[config.mk]
export PLATFORM = sky130hd
export DESIGN_NAME = hazard_forward_unit
export DESIGN_NICKNAME = d
export VERILOG_FILES = /design/src/rtl/hazard_forward_unit.sv
export SDC_FILE = /design/constraint.sdc
export NUM_CORES = 1
export LEC_CHECK = 0
export CORE_MARGIN = 2
export CORE_UTILIZATION = 40
export CTS_BUF_LIST = sky130_fd_sc_hd__clkbuf_8
export DETAILED_ROUTE_END_ITERATION = 10
export GPL_TIMING_DRIVEN = 0
export PLACE_DENSITY = 0.87
export SYNTH_ARGS = -nofsm -noshare
export SYNTH_HDL_FRONTEND = slang
export SYNTH_SLANG_ARGS = --single-unit
[constraint.sdc]
create_clock -name clk -period 2.2 [get_ports clk]
set_input_delay 0.44 -clock clk [delete_from_list [all_inputs] [get_ports clk]]
set_output_delay 0.44 -clock clk [all_outputs]
set_load 0.05 [all_outputs]
[src/rtl/hazard_forward_unit.sv]
// hazard_forward_unit
//   Operand forwarding and hazard control for the integer pipeline.
//   Each EXE source operand is steered to the nearest in-flight producer
//   (stage 0 = MEM first) or to the multi-cycle unit result. Load-use and
//   multi-cycle RAW/structural hazards seen in ID raise stall_id/flush_exe.
//   One scoreboard entry tracks the outstanding multi-cycle operation.
//
// Ports
//   clk, rst_n       clock, synchronous active-low reset
//   id_src_addr      ID source addresses (source 0 in LSBs)
//   id_src_valid     ID source actually read
//   id_long_req      ID instruction is a multi-cycle op
//   exe_src_addr     EXE source addresses
//   exe_mem_read     EXE instruction is a load
//   exe_rd_addr      EXE destination
//   long_issue       multi-cycle op enters the unit this cycle
//   long_rd_addr     destination of that op
//   stage_reg_write  stage k writes the register file
//   stage_rd_addr    stage k destination
//   forward_src      per operand: 0 = regfile, k+1 = stage k, STAGE_N+1 = unit
//   stall_id         hold PC and IF/ID
//   flush_exe        bubble into ID/EXE
//   long_busy        scoreboard entry occupied (registered)
//
// Handshake: long_issue is a single-cycle strobe accepted when the entry is
// free or finishing (count==0); a strobe while count>0 is ignored because
// the structural stall keeps a second multi-cycle op out of EXE.
module hazard_forward_unit #(
  parameter int SRC_N      = 2,
  parameter int STAGE_N    = 2,
  parameter int ADDR_W     = 5,
  parameter int LONG_LAT   = 4,
  parameter int ZERO_GUARD = 1,
  localparam int SEL_W     = $clog2(STAGE_N + 2)
) (
  input  logic                      clk,
  input  logic                      rst_n,
  input  logic [SRC_N*ADDR_W-1:0]   id_src_addr,
  input  logic [SRC_N-1:0]          id_src_valid,
  input  logic                      id_long_req,
  input  logic [SRC_N*ADDR_W-1:0]   exe_src_addr,
  input  logic                      exe_mem_read,
  input  logic [ADDR_W-1:0]         exe_rd_addr,
  input  logic                      long_issue,
  input  logic [ADDR_W-1:0]         long_rd_addr,
  input  logic [STAGE_N-1:0]        stage_reg_write,
  input  logic [STAGE_N*ADDR_W-1:0] stage_rd_addr,
  output logic [SRC_N*SEL_W-1:0]    forward_src,
  output logic                      stall_id,
  output logic                      flush_exe,
  output logic                      long_busy
);

  localparam int CNT_W = $clog2(LONG_LAT);

  typedef enum logic {IDLE = 1'b0, BUSY = 1'b1} state_t;

  state_t             state, state_nx;
  logic [CNT_W-1:0]   count, count_nx;
  logic [ADDR_W-1:0]  pend_rd, pend_nx;

  logic               long_result;  // result valid this cycle (count==0)
  logic               long_wait;    // result still in flight (count>0)
  logic               long_struct;  // unit not free in time for an ID op
  logic               load_use;
  logic               long_raw;
  logic [SEL_W-1:0]   fwd_sel [SRC_N];

  function automatic logic addr_match(input logic [ADDR_W-1:0] a,
                                      input logic [ADDR_W-1:0] b);
    return (a == b) && ((ZERO_GUARD == 0) || (a != '0));
  endfunction

  // Scoreboard register
  always_ff @(posedge clk) begin
    if (!rst_n) begin
      state   <= IDLE;
      count   <= '0;
      pend_rd <= '0;
    end else begin
      state   <= state_nx;
      count   <= count_nx;
      pend_rd <= pend_nx;
    end
  end

  // Scoreboard next state
  always_comb begin
    state_nx = state;
    count_nx = count;
    pend_nx  = pend_rd;
    case (state)
      IDLE: begin
        if (long_issue) begin
          state_nx = BUSY;
          count_nx = CNT_W'(LONG_LAT - 1);
          pend_nx  = long_rd_addr;
        end
      end
      BUSY: begin
        if (count != '0) begin
          count_nx = count - 1'b1;
        end else if (long_issue) begin
          // back-to-back: the finishing entry is reloaded in place
          count_nx = CNT_W'(LONG_LAT - 1);
          pend_nx  = long_rd_addr;
        end else begin
          state_nx = IDLE;
        end
      end
      default: state_nx = IDLE;
    endcase
  end

  assign long_result = (state == BUSY) && (count == '0);
  assign long_wait   = (state == BUSY) && (count != '0);
  // At count==1 the ID op reaches EXE exactly as the entry frees, so only
  // count>1 blocks it.
  assign long_struct = (state == BUSY) && (count > CNT_W'(1));

  // Forward select: descending scan so the lowest (nearest) stage wins.
  always_comb begin
    for (int i = 0; i < SRC_N; i++) begin
      fwd_sel[i] = '0;
      for (int k = STAGE_N - 1; k >= 0; k--) begin
        if (stage_reg_write[k] &&
            addr_match(exe_src_addr[i*ADDR_W +: ADDR_W], stage_rd_addr[k*ADDR_W +: ADDR_W]))
          fwd_sel[i] = SEL_W'(k + 1);
      end
      if ((fwd_sel[i] == '0) && long_result &&
          addr_match(exe_src_addr[i*ADDR_W +: ADDR_W], pend_rd))
        fwd_sel[i] = SEL_W'(STAGE_N + 1);
    end
  end

  // ID-side hazard detection
  always_comb begin
    load_use = 1'b0;
    long_raw = 1'b0;
    for (int i = 0; i < SRC_N; i++) begin
      if (id_src_valid[i] && exe_mem_read &&
          addr_match(id_src_addr[i*ADDR_W +: ADDR_W], exe_rd_addr))
        load_use = 1'b1;
      if (id_src_valid[i] && long_wait &&
          addr_match(id_src_addr[i*ADDR_W +: ADDR_W], pend_rd))
        long_raw = 1'b1;
    end
  end

  // Outputs are all held at zero while reset is asserted.
  always_comb begin
    forward_src = '0;
    if (rst_n) begin
      for (int i = 0; i < SRC_N; i++)
        forward_src[i*SEL_W +: SEL_W] = fwd_sel[i];
    end
  end

  assign stall_id  = rst_n && (load_use || long_raw || (id_long_req && long_struct));
  assign flush_exe = stall_id;
  assign long_busy = rst_n && (state == BUSY);

endmodule
-- Word level (Yosys, flattened, before mapping)
Cells that the tools add are included.
Widths: inputs -> output; s select.
- register bits: 8
- word-level logic and storage cells: 79
- output and inout port bits: 7
- $lt $le $gt $ge: 1
- muxes and demuxes: 20
- add/sub/neg operators: 1
- reductions and logical operators: 42
- eq/ne operators: 11
- bitwise logic cells: 1
- operator list (kind ; number):
    $eq 5x5->1 ; 10
    $logic_and 1x1->1 ; 32
    $reduce_bool 5->1 ; 4
    $mux 2 ; 8
    $mux 5 ; 2
    $pmux 5 s2 ; 1
    $logic_not 2->1 ; 3
    $mux 1 ; 6
    $mux 4 ; 1
    $pmux 2 s2 ; 1
    $gt 2x1->1 const B ; 1
    $logic_or 1x1->1 ; 2
    $ne 2x2->1 const B ; 1
    $pmux 1 s2 ; 1
    $reduce_bool 2->1 ; 1
    $sub 2x1->2 const B ; 1
    $not 1->1 ; 1

-- Longest topological paths before layout
- depth after elaboration: 10
- gate-level depth with buffers: 7
- depth with buffers taken out: 5

-- Worst setup path before layout
Ideal clock, no wire load.
- path kind: input to output
- start point: in exe_src_addr[5]
- end point: out forward_src[3]
- required time: 1.760 ns
- arrival time: 2.324 ns
- path buffers: 0
- slack: -0.564 ns
- stages on the path: 4
- cells stage by stage: or4_1 nor2_2 nor4_1 nor3b_1
- longest elaborated chain between the ends: 10
- elaborated cells on any way between the ends: 16
- ends and longest elaborated chain (element ; line ; text):
    start, declared ; 41 ; input logic [SRC_N*ADDR_W-1:0] exe_src_addr,
    $eq 5x5->1 or $reduce_bool 5->1 (tied branches) ; 71 ; return (a == b) && ((ZERO_GUARD == 0) || (a != '0));
    $logic_and 1x1->1 ; 71 ;
    $logic_and 1x1->1 ; 126 ; if (stage_reg_write[k] &&
    $mux 2 (2 in a row) ; 126 ;
    $logic_not 2->1 ; 130 ; if ((fwd_sel[i] == '0) && long_result &&
    $logic_and 1x1->1 (2 in a row) ; 130 ;
    $mux 2 * ; 130 ;
    $mux 4 * ; 153 ; if (rst_n) begin
    end, declared ; 48 ; output logic [SRC_N*SEL_W-1:0] forward_src,
Every way passes the cells marked *; elsewhere a longest branch is shown, timed or not.

-- Worst setup path after layout
- start point: in exe_rd_addr[1]
- end point: out stall_id
- longest elaborated chain between the ends: 8
- elaborated cells on any way between the ends: 11
- ends and longest elaborated chain (element ; line ; text):
    start, declared ; 43 ; input logic [ADDR_W-1:0] exe_rd_addr,
    $eq 5x5->1 ; 71 ;
    $logic_and 1x1->1 ; 71 ;
    $logic_and 1x1->1 ; 141 ; if (id_src_valid[i] && exe_mem_read &&
    $mux 1 ; 141 ;
    $mux 1 * ; 141 ;
    $logic_or 1x1->1 * (2 in a row) ; 159 ; assign stall_id = rst_n && (load_use || long_raw || (id_long_req && long_struct));
    $logic_and 1x1->1 * ; 159 ;
    end, declared ; 49 ; output logic stall_id,
Marks and branches as above.

==> reports/qor.txt <==
Avg WL per Cell = 16.94 um
Endpoint class of the critical path = output pin
Final WS setup = -0.2368 ns
Hold depth = 1
DRT iter0 DRCs = 17
Share of layout cells above drive strength 1 = 34.92%
Full die area = 3023 um^2
Slowest stage cell, crit path = clkdlybuf4s50_1
Slew margin rel. = 78.16%
Row Count = 18
Hold Path Class = reg -> reg
Final WL = 3709 um
Yosys top cell by area = xnor2_1
Crit path DAT = 2.00 ns
Power Total = 652.8 uW
Slew @ Worst Pin = 0.3248 ns
Finish-stage setup viols = 5
Setup slack, reg-to-reg = 0.78 ns
Setup Crit Path Kind = in -> out
Clock period minus worst slack = 2.437 ns
Failing checks = setup timing
Fmax = 410.4 MHz
CTS H-tree lvls = 1
# IOs = 56
Number of global-route vias before repair = 1277
Commonest cells in the netlist = 28 x xnor2_1, 23 x xor2_1, 10 x nor4_1
Ranking of synthesized cells by area = xnor2_1 24%, xor2_1 19%, dfxtp_1 15%, nor4_1 6.0%, mux2i_1 4.8%
Drt first pass iters = 4
Antenna violations before repair = 0
Detail Route Antenna Nets = 0
Placer congestion estimate = 0.8585
NumNets Final = 240
Startpoint Class = input port
CTS clk-pin slew, worst paths = 0.04 ns
Clock skew = 0.0006567 ns
Starting Density = 41.97%
Worst-Skew Late Latency = 0.23 ns
RSZ-0062 raised after global routing = yes
Routed vias/inst = 5.498
EDFF count, synth = 0
Cell area after synthesis = 1040 um^2
Status = complete, but fails checks
Largest net degree at the start of global routing = 11
Tot GR Track Use = 24.45%
HPWL Detailed = 2727 um
Clock sink count = 8
Max_cap viols = 0
Die Height = 54.99 um
Routed via count = 1204
Most common cell in the synthesized netlist = xnor2_1
Sequential fraction of the synthesis area = 15.40%
Cts bufs inserted = 3
Register area = 173.9 um^2
Final Hold Vio Count = 0
Cells on worst reg2reg path = 6
Post-synthesis cell type count = 27
Syn_nets = 178
First-pass GRT wire length = 5244 um
Antenna diode count = 0
Maximum VDD drop = 0.3795 mV
Die width = 54.99 um
Clock root buffer = clkbuf_8
GRT overflow = 0
Top_reg_cell synth = dfxtp_1
CP required = 1.76 ns
Port Buffers = 55
PD cells = 350.6 nW/um^2
DP Worst Slack = -1.306 ns
Post-synth ARST share = 0%
Leak = 0.0007106 uW
Cells along the critical path = clkdlybuf4s50_1 -> xor2_1 -> nor4_2 -> nand3_1 -> o22ai_2 -> o2bb2ai_4 -> buf_6 -> buf_8
Yosys top cell area share = 23.59%
Final period util = 110.8%
Synthesized flop and latch total = 8
Syn Area/Cell = 8.060 um^2
Pins Over Slew Limit = 0
CP Max Fanout = 2
Core area = 2477 um^2
Layout Area Growth over Synthesis = 79.06%
Clock Path Buffers = 2
Multi-input logic area = 1016 um^2
DRC viols = 0
Cells after Synth = 129
CTS tree = done
Fillers = 191
Max stage delay on crit path = 0.50 ns
Ys Warns = 0
==> power breakdown <==
group | switching (uW) | internal (uW)
Clock | 56.0 | 118
Combinational | 141 | 159
Sequential | 21.2 | 156
==> flip-flops by register name (all words and copies together) (netlist names) <==
register	cells
count	2
state	1
pend_rd	5
==> cell families after synthesis <==
kind of cell / share of synthesized area [%]
AOI/OAI and AO/OA: 7.460
DFF: 15.40
muxes: 4.814
and+or+nand+nor: 25.99
buffers and inverters: 3.369
xor gates and xnor gates: 42.96
==> worst max-delay path: cells and delay by family <==
| kind | cells | cell delay, ns |
|---|---|---|
| AND/OR/NAND/NOR | 2 | 0.32 |
| buffers and inverters | 3 | 0.74 |
| AO/OA/AOI/OAI | 2 | 0.30 |
| XOR/XNOR | 1 | 0.19 |
==> metal layers <==
metal / vias to the layer above / track usage, % / share of wire [%]
li1: 573 / - / -
met1: 574 / 22.85 / 37
met2: 48 / 49.40 / 56
met3: 9 / 2.688 / 4.4
met4: 0 / 15.04 / 2.5
met5: - / 0 / 0
==> layout by cell type (no fill, tap or decap), types with 2 or more instances in the layout <==
cell | netlist | final
nand4_1 | 6 | 6
buf_2 | 1 | 10
or4_4 | 0 | 4
dfxtp_4 | 0 | 3
buf_6 | 0 | 8
dfxtp_1 | 8 | 3
nor2_1 | 4 | 4
nand2_1 | 4 | 4
nor4_4 | 0 | 2
o21a_1 | 3 | 3
dfxtp_2 | 0 | 2
clkdlybuf4s50_1 | 0 | 14
clkbuf_8 | 0 | 3
buf_4 | 1 | 9
nor2b_1 | 8 | 8
clkdlybuf4s15_1 | 0 | 2
o21ai_4 | 0 | 2
xor2_1 | 23 | 23
nor4_2 | 0 | 8
xnor2_1 | 28 | 28
nand3_1 | 4 | 4
mux2i_1 | 5 | 5
nor2_4 | 0 | 2
buf_8 | 0 | 6
dlygate4sd2_1 | 0 | 14
==> worst paths after layout <==
| kind | from | end |
|---|---|---|
| min reg2reg | state | count[1] |
| max | exe_rd_addr[1] | stall_id |
| min | state | count[1] |
| max reg2reg | count[1] | pend_rd[0] |
==> layout make-up <==
cell class / instances / share of cell area (%)
Multi-Input combinational cell: 113 / 54.57
Buffer: 3 / 1.277
Sequential cell: 8 / 9.341
Tap cell: 30 / 2.016
Timing Repair Buffer: 62 / 30.58
Clock buffer: 3 / 2.218
==> timing repair <==
action / in CTS / in global routing
pin swaps: 35 / 13
endpoints found under the setup margin: 7 / 7
gates cloned: 0 / 0
hold buffers: 0 / 0
setup buffers: 6 / 1
gates resized for setup: 174 / 17
==> through the flow <==
step	cells	setup TNS (ns)	hold WS [ns]	cell area (um^2)	util (%)
after global routing	219	-0.8216	0.5696	1862	75.15
after CTS	218	-0.5959	0.5400	1818	73.38
after floorplan	129	-0.2674	0.4744	1079	-
after global placement	214	-7.054	0.5003	1667	67.27
final	219	-0.5409	0.5426	1862	75.15
after detailed placement	214	-7.270	0.5228	1667	67.27
No activity file was read; power rests on OpenSTA's default activity.
